`config.mk`:
```
export PLATFORM = sky130hd
export DESIGN_NAME = bf_bus_responder
export DESIGN_NICKNAME = d
export VERILOG_FILES = /design/src/rtl/bf_bus_responder.sv
export SDC_FILE = /design/constraint.sdc
export NUM_CORES = 2
export LEC_CHECK = 0
export ABC_AREA = 1
export CORE_MARGIN = 1.5
export CORE_UTILIZATION = 40
export CTS_CLUSTER_SIZE = 25
export DETAILED_ROUTE_END_ITERATION = 12
export DONT_BUFFER_PORTS = 1
export PLACE_DENSITY = 0.59
export SLEW_MARGIN = 20
export SYNTH_ARGS = -nofsm -noshare
export SYNTH_HDL_FRONTEND = slang
export SYNTH_SLANG_ARGS = --single-unit
export TNS_END_PERCENT = 20
```
`constraint.sdc`:
```
create_clock -name clock -period 13 [get_ports clock]
set_clock_uncertainty 0.05 [all_clocks]
set_input_delay 1.95 -clock clock [delete_from_list [all_inputs] [get_ports clock]]
set_output_delay 1.95 -clock clock [all_outputs]
set_load 0.05 [all_outputs]
```
`src/rtl/bf_bus_responder.sv`:
```
// bf_bus_responder: FPGA-side responder for the BF chip's 12-bit pin bus.
// Answers chip requests with a four-phase req/ack handshake and provides a
// zero-initialised tape RAM, a stdin byte FIFO and a stdout byte port.
module bf_bus_responder #(
  parameter int IN_DEPTH  = 4,
  parameter int MEM_WORDS = 256
) (
  input  logic        clock,
  input  logic        reset,
  input  logic [11:0] chip_io_out,
  output logic [11:0] chip_io_in,
  input  logic        in_valid,
  input  logic [7:0]  in_data,
  output logic        in_ready,
  output logic        out_valid,
  output logic [7:0]  out_data,
  input  logic        out_ready,
  output logic        proto_err
);

  localparam int PW = (IN_DEPTH > 1) ? $clog2(IN_DEPTH) : 1;

  localparam logic [2:0] S_CLEAR      = 3'd0;
  localparam logic [2:0] S_IDLE       = 3'd1;
  localparam logic [2:0] S_RD         = 3'd2;
  localparam logic [2:0] S_WDATA_WAIT = 3'd3;
  localparam logic [2:0] S_WDATA      = 3'd4;
  localparam logic [2:0] S_CIN_WAIT   = 3'd5;
  localparam logic [2:0] S_COUT_WAIT  = 3'd6;
  localparam logic [2:0] S_ACK_HOLD   = 3'd7;

  localparam logic [1:0] OP_RD   = 2'b00;
  localparam logic [1:0] OP_WR   = 2'b01;
  localparam logic [1:0] OP_CIN  = 2'b10;
  localparam logic [1:0] OP_COUT = 2'b11;

  logic [11:0] sync1;
  logic [11:0] sync2;
  logic        req_s;
  logic [1:0]  op_s;
  logic        beat_s;
  logic [7:0]  pay_s;

  logic [2:0]  state;
  logic [2:0]  ret_state;
  logic [7:0]  clr_addr;
  logic [7:0]  addr_q;
  logic [7:0]  wdata_q;
  logic        ack;
  logic [7:0]  rdata;
  logic        busy;

  logic [7:0]  mem [MEM_WORDS];
  logic        mem_we;
  logic [7:0]  mem_waddr;
  logic [7:0]  mem_wdata;

  logic [7:0]  fifo_mem [IN_DEPTH];
  logic [PW-1:0] wr_ptr;
  logic [PW-1:0] rd_ptr;
  logic [PW:0]   count;
  logic        fifo_empty;
  logic        fifo_full;
  logic        fifo_push;
  logic        fifo_pop;
  logic [7:0]  fifo_head;
  logic        dispatch_ok;

  assign req_s  = sync2[11];
  assign op_s   = sync2[10:9];
  assign beat_s = sync2[8];
  assign pay_s  = sync2[7:0];

  assign busy       = (state == S_CLEAR);
  assign chip_io_in = {ack, busy, 2'b00, rdata};

  assign fifo_empty = (count == '0);
  assign fifo_full  = (count == (PW+1)'(IN_DEPTH));
  assign fifo_head  = fifo_mem[rd_ptr];
  assign in_ready   = !fifo_full && (state != S_CLEAR);
  assign fifo_push  = in_valid && in_ready;

  // A command beat is accepted in IDLE, or in WDATA_WAIT as a fresh command
  assign dispatch_ok = req_s && !beat_s &&
                       ((state == S_IDLE) || (state == S_WDATA_WAIT));

  // Two-flop synchronizer for the chip bus, which runs on an unrelated clock
  always_ff @(posedge clock) begin
    if (reset) begin
      sync1 <= '0;
      sync2 <= '0;
    end else begin
      sync1 <= chip_io_out;
      sync2 <= sync1;
    end
  end

  // RAM write port selection and FIFO pop decision
  always_comb begin
    mem_we    = 1'b0;
    mem_waddr = clr_addr;
    mem_wdata = 8'h00;
    fifo_pop  = 1'b0;
    if (!reset) begin
      if (state == S_CLEAR) begin
        mem_we = 1'b1;
      end else if (state == S_WDATA) begin
        mem_we    = 1'b1;
        mem_waddr = addr_q;
        mem_wdata = wdata_q;
      end
      fifo_pop = !fifo_empty &&
                 ((state == S_CIN_WAIT) || (dispatch_ok && (op_s == OP_CIN)));
    end
  end

  // Tape RAM write port (contents are initialised by the CLEAR sweep)
  always_ff @(posedge clock) begin
    if (mem_we) begin
      mem[mem_waddr] <= mem_wdata;
    end
  end

  // Stdin FIFO storage
  always_ff @(posedge clock) begin
    if (fifo_push) begin
      fifo_mem[wr_ptr] <= in_data;
    end
  end

  // Stdin FIFO pointers and occupancy; power-of-two depth wraps naturally
  always_ff @(posedge clock) begin
    if (reset) begin
      wr_ptr <= '0;
      rd_ptr <= '0;
      count  <= '0;
    end else begin
      if (fifo_push) wr_ptr <= wr_ptr + 1'b1;
      if (fifo_pop)  rd_ptr <= rd_ptr + 1'b1;
      case ({fifo_push, fifo_pop})
        2'b10:   count <= count + 1'b1;
        2'b01:   count <= count - 1'b1;
        default: count <= count;
      endcase
    end
  end

  // Bus protocol state machine
  always_ff @(posedge clock) begin
    if (reset) begin
      state     <= S_CLEAR;
      ret_state <= S_IDLE;
      clr_addr  <= '0;
      addr_q    <= '0;
      wdata_q   <= '0;
      ack       <= 1'b0;
      rdata     <= '0;
      out_valid <= 1'b0;
      out_data  <= '0;
      proto_err <= 1'b0;
    end else begin
      case (state)
        S_CLEAR: begin
          clr_addr <= clr_addr + 1'b1;
          if (clr_addr == 8'(MEM_WORDS - 1)) begin
            state <= S_IDLE;
          end
        end
        S_IDLE, S_WDATA_WAIT: begin
          if (req_s && beat_s) begin
            if (state == S_IDLE) begin
              proto_err <= 1'b1;
              ack       <= 1'b1;
              ret_state <= S_IDLE;
              state     <= S_ACK_HOLD;
            end else begin
              wdata_q   <= pay_s;
              ack       <= 1'b1;
              ret_state <= S_IDLE;
              state     <= S_WDATA;
            end
          end else if (dispatch_ok) begin
            if (state == S_WDATA_WAIT) begin
              proto_err <= 1'b1;
            end
            addr_q <= pay_s;
            case (op_s)
              OP_RD: state <= S_RD;
              OP_WR: begin
                ack       <= 1'b1;
                ret_state <= S_WDATA_WAIT;
                state     <= S_ACK_HOLD;
              end
              OP_CIN: begin
                if (!fifo_empty) begin
                  rdata     <= fifo_head;
                  ack       <= 1'b1;
                  ret_state <= S_IDLE;
                  state     <= S_ACK_HOLD;
                end else begin
                  state <= S_CIN_WAIT;
                end
              end
              default: begin
                out_valid <= 1'b1;
                out_data  <= pay_s;
                state     <= S_COUT_WAIT;
              end
            endcase
          end
        end
        S_RD: begin
          rdata     <= mem[addr_q];
          ack       <= 1'b1;
          ret_state <= S_IDLE;
          state     <= S_ACK_HOLD;
        end
        S_WDATA: begin
          state <= S_ACK_HOLD;
        end
        S_CIN_WAIT: begin
          if (!fifo_empty) begin
            rdata     <= fifo_head;
            ack       <= 1'b1;
            ret_state <= S_IDLE;
            state     <= S_ACK_HOLD;
          end
        end
        S_COUT_WAIT: begin
          if (out_ready) begin
            out_valid <= 1'b0;
            ack       <= 1'b1;
            ret_state <= S_IDLE;
            state     <= S_ACK_HOLD;
          end
        end
        default: begin
          if (!req_s) begin
            ack   <= 1'b0;
            state <= ret_state;
          end
        end
      endcase
    end
  end

endmodule

```
==> summary.md <==
| Metric | Value |
|---|---|
| Die height | around 470 um |
| Dpl hpwl | around 130000 um |
| Clock latency on the worst-skew pair | 870 ps |
| Register area share after synthesis | 0.731 |
| Outcome | finished clean |
| Pre-CTS setup slack | 7390 ps |
| Ratio of cells with drive above 1 in the final layout | 0.0609 |
| Flop pwr share | 0.539 |
| Placed Instance Area | 0.0900 mm^2 |
| Pin count of the biggest net entering global routing | 198 |
| Vias | 57000 |
| GR Overflow Total | 0 |
| Vias in the first global route | between 50000 and 60000 |
| Post-CTS Setup Bufs | 0 |
| Final Setup Violations | 0 |
| Clock power frac | 0.457 |
| Sequential Area | around 0.064 mm^2 |
| Standard-cell row count | ~170 |
| Startpoint types | flip-flop |
| Main flop type after synthesis | edfxtp_1 |
| DR WL met2 | 109000 um |
| Pwr/cell area | roughly 140 mW/mm^2 |
| Worst setup margin | 7740 ps |
| Worst setup path endpoint | rdata[7]$_SDFFE_PP0P_ |
| Post-Synthesis Cell Area | 0.0879 mm^2 |
| Period Utilization, post-route | 0.404 |
| Leak pwr | approximately 33 nW |
| Maximum root-to-sink buffer count | 3 |
| Initial Util | 0.403 |
| Reg2reg path depth | 15 |
| Router iterations before antenna repair | 5 |
| Critical path depth | 15 |
| Crit path top cell by count | nand3_1 |
| Final wirelength | 238000 um |
| Metal-1 WL | roughly 100000 um |
| Initial antenna violation count | 4 |
| Via density | 5.49 |
| Cell family with most CP delay | buffers and inverters |
| CTS sink count | 2170 |
| PortBufs | 0 |
| Hold_buf cts | 0 |
| Fmax | 0.190 GHz |
| I/O pin count | between 40 and 50 |
| TNS Setup | 0 ps |
| Routed WL per cell | 22.9 um |
| Final antenna-violating net count | 0 |
| Logic pwr share | 0.004 |
| Max-slew violations | 0 |
| Clk root buf | clkbuf_16 |
| Asr flop ratio synth | 0 |
| H-tree Lvls | 4 |
| Worst r2r dst | rdata[7]$_SDFFE_PP0P_ |
| Leading cell types in the layout, fill and taps excluded | nand2_1, edfxtp_1, nand3_1, nor2_1, clkbuf_16 |
| Post-layout min period | about 5300 ps |
| Fin nets | 7375 |
| Synth Instances | ~7500 |
| Switching Fraction | 0.198 |
| Least-Margin Pin Slew | 1120 ps |
| Initial DRC count | 6598 |
| CTS tree | yes |
| Critical path endpoint category | flip-flop |
| Max-cap violations | 0 |
| Largest cells by area after synthesis | edfxtp_1, nand3_1, nand2_1 |
| Post_cts resized | 0 |
| Synth Register Bits | roughly 2200 |
| DIE AREA | 0.222 mm^2 |
| Buf/Inv on CP | 4 |
| P&R area growth vs syn | 10.7% |
| Slew headroom | 0.253 |
| Post-Syn Area per Cell | 11.6 um^2 |
| Internal Power | 11.2 mW |
| RSZ-0062 raised after global routing | false |
| CTS clk-pin slew, worst paths | about 60 ps |
| Final hold violations | 0 |
| Net Switching | 2.77 mW |
| Total track usage | 0.210 |
| CP max stage delay | 910 ps |
| First-pass GRT wire length | 352000 um |
| Largest fanout on the critical path | about 150 |
| Dominant cell type by area after synthesis | edfxtp_1 |
| Num CTS Buffers | ~210 |
| Highest routed layer | met4 |
| Core Footprint | 0.218 mm^2 |
| Ys Warns | 0 |
| Fill count | ~20000 |
| Netlist cell types | between 40 and 50 |
| Maximum VDD drop | 0.000152 V |
| Die W | 472 um |
| RD Place Congestion | around 0.85 |
| Overall power | 14.0 mW |
| CP Data Required Time | 13730 ps |
| Max stage delay cell, worst path | buf_4 |
| Post-route cell area | 0.0973 mm^2 |
| CP Class | flip-flop to flip-flop |
| Crit path cell chain | buf_12 > buf_4 > buf_4 > buf_4 > nand3_1 > nand3_1 > nand3_1 > nand3_1 > nand3_1 > nand3_1 > nand2_1 > nand2_1 > nand3_1 > nand2_1 > a21oi_1 |
| Post-route DRC | 0 |
| Worst Hold Class | flip-flop to flip-flop |
| Multi-input logic area | 0.0209 mm^2 |
| Leading cell type in the layout, fill and taps excluded | nand2_1 |
| WL met3 | 20700 um |
| Crit path DAT | 5980 ps |
| Worst reg2reg setup slack | approximately 7700 ps |
| Post-synth EDFFs | ~2100 |
| Area share of the largest cell type after synthesis | 0.711 |
## kinds of logic after synthesis
kind of cell | count (synthesis) | synth area share
buffers and inverters | 627 | 0.0316
other | 1 | 0.0000427
adder cells (fa/ha/maj) | 11 | 0.00165
flip-flops | 2170 | 0.731
AND/OR/NAND/NOR | 4607 | 0.227
AO/OA/AOI/OAI | 131 | 0.00816
XOR/XNOR | 1 | 0.0000997
## flip-flops by register name, indices dropped and copies added, names as in the netlist, 8 cells and up, named ones only
register  cells
wdata_q       8
addr_q        8
sync2        12
sync1        12
fifo_mem     32
mem        2048
clr_addr      8
out_data      8
rdata         8
## worst min path at each step
stage | start | end | slack (ps) | cells past startpoint
after floorplan | sync1[0]$_SDFF_PP0_ | sync2[0]$_SDFF_PP0_ | 340 | 2
after global placement | sync1[11]$_SDFF_PP0_ | sync2[11]$_SDFF_PP0_ | 340 | 2
after detailed placement | sync1[11]$_SDFF_PP0_ | sync2[11]$_SDFF_PP0_ | 340 | 2
after CTS | sync1[0]$_SDFF_PP0_ | sync2[0]$_SDFF_PP0_ | 350 | 2
after global routing | sync1[5]$_SDFF_PP0_ | sync2[5]$_SDFF_PP0_ | 370 | 2
final | sync1[9]$_SDFF_PP0_ | sync2[9]$_SDFF_PP0_ | 350 | 2
## power groups by stage
stage,clock [mW],combinational (mW),sequential [mW]
5_1_grt,6.73,0.0538,7.55
3_3_place_gp,0,0.0502,7.70
3_5_place_dp,0,0.0500,7.70
6_report,6.40,0.0506,7.55
2_1_floorplan,0,0.0306,7.70
4_1_cts,6.47,0.0501,7.55
## metrics by stage
step,utilization,hold WS [ps],std cells
floorplan,-,338,7549
global placement,0.413,341,9978
detailed placement,0.413,342,9978
CTS,0.446,351,10400
global route,0.447,366,10400
finish,0.447,350,10400
## cells in the mapped netlist (4+ instances only)
cell type	count
inv_2	9
o21ai_2	5
clkbuf_1	201
nor2_2	7
nand2_1	2164
nand3_1	2035
a21oi_1	50
inv_1	113
nor3_1	11
a31oi_1	11
buf_6	4
buf_2	198
buf_1	64
o21ai_0	56
dfxtp_1	90
ha_1	10
nor2_1	376
edfxtp_1	2080
buf_4	38
## layer usage
metal  vias to the layer above  track usage
met5                         -            0
met4                         0       0.0686
met3                       340       0.0388
met2                      2406        0.328
met1                     28000        0.296
li1                      26200            -
## final cells by class
type,instances,area share
Sequential cell,2170,0.661
Multi-Input combinational cell,4752,0.215
Clock buffer,245,0.0565
Tap cell,2854,0.0367
Clock inverter,155,0.0184
Timing Repair Buffer,81,0.00783
Inverter,122,0.00497
Antenna cell,3,0.0000772
## worst register-to-register path: stages (launching register included)
cell,delay (ps)
dfxtp_4,390
buf_12,460
buf_4,780
buf_4,940
buf_4,760
nand3_1,300
nand3_1,140
nand3_1,90
nand3_1,100
nand3_1,300
nand3_1,300
nand2_1,90
nand2_1,80
nand3_1,190
nand2_1,130
a21oi_1,60
(Power assumes the default switching activity.)
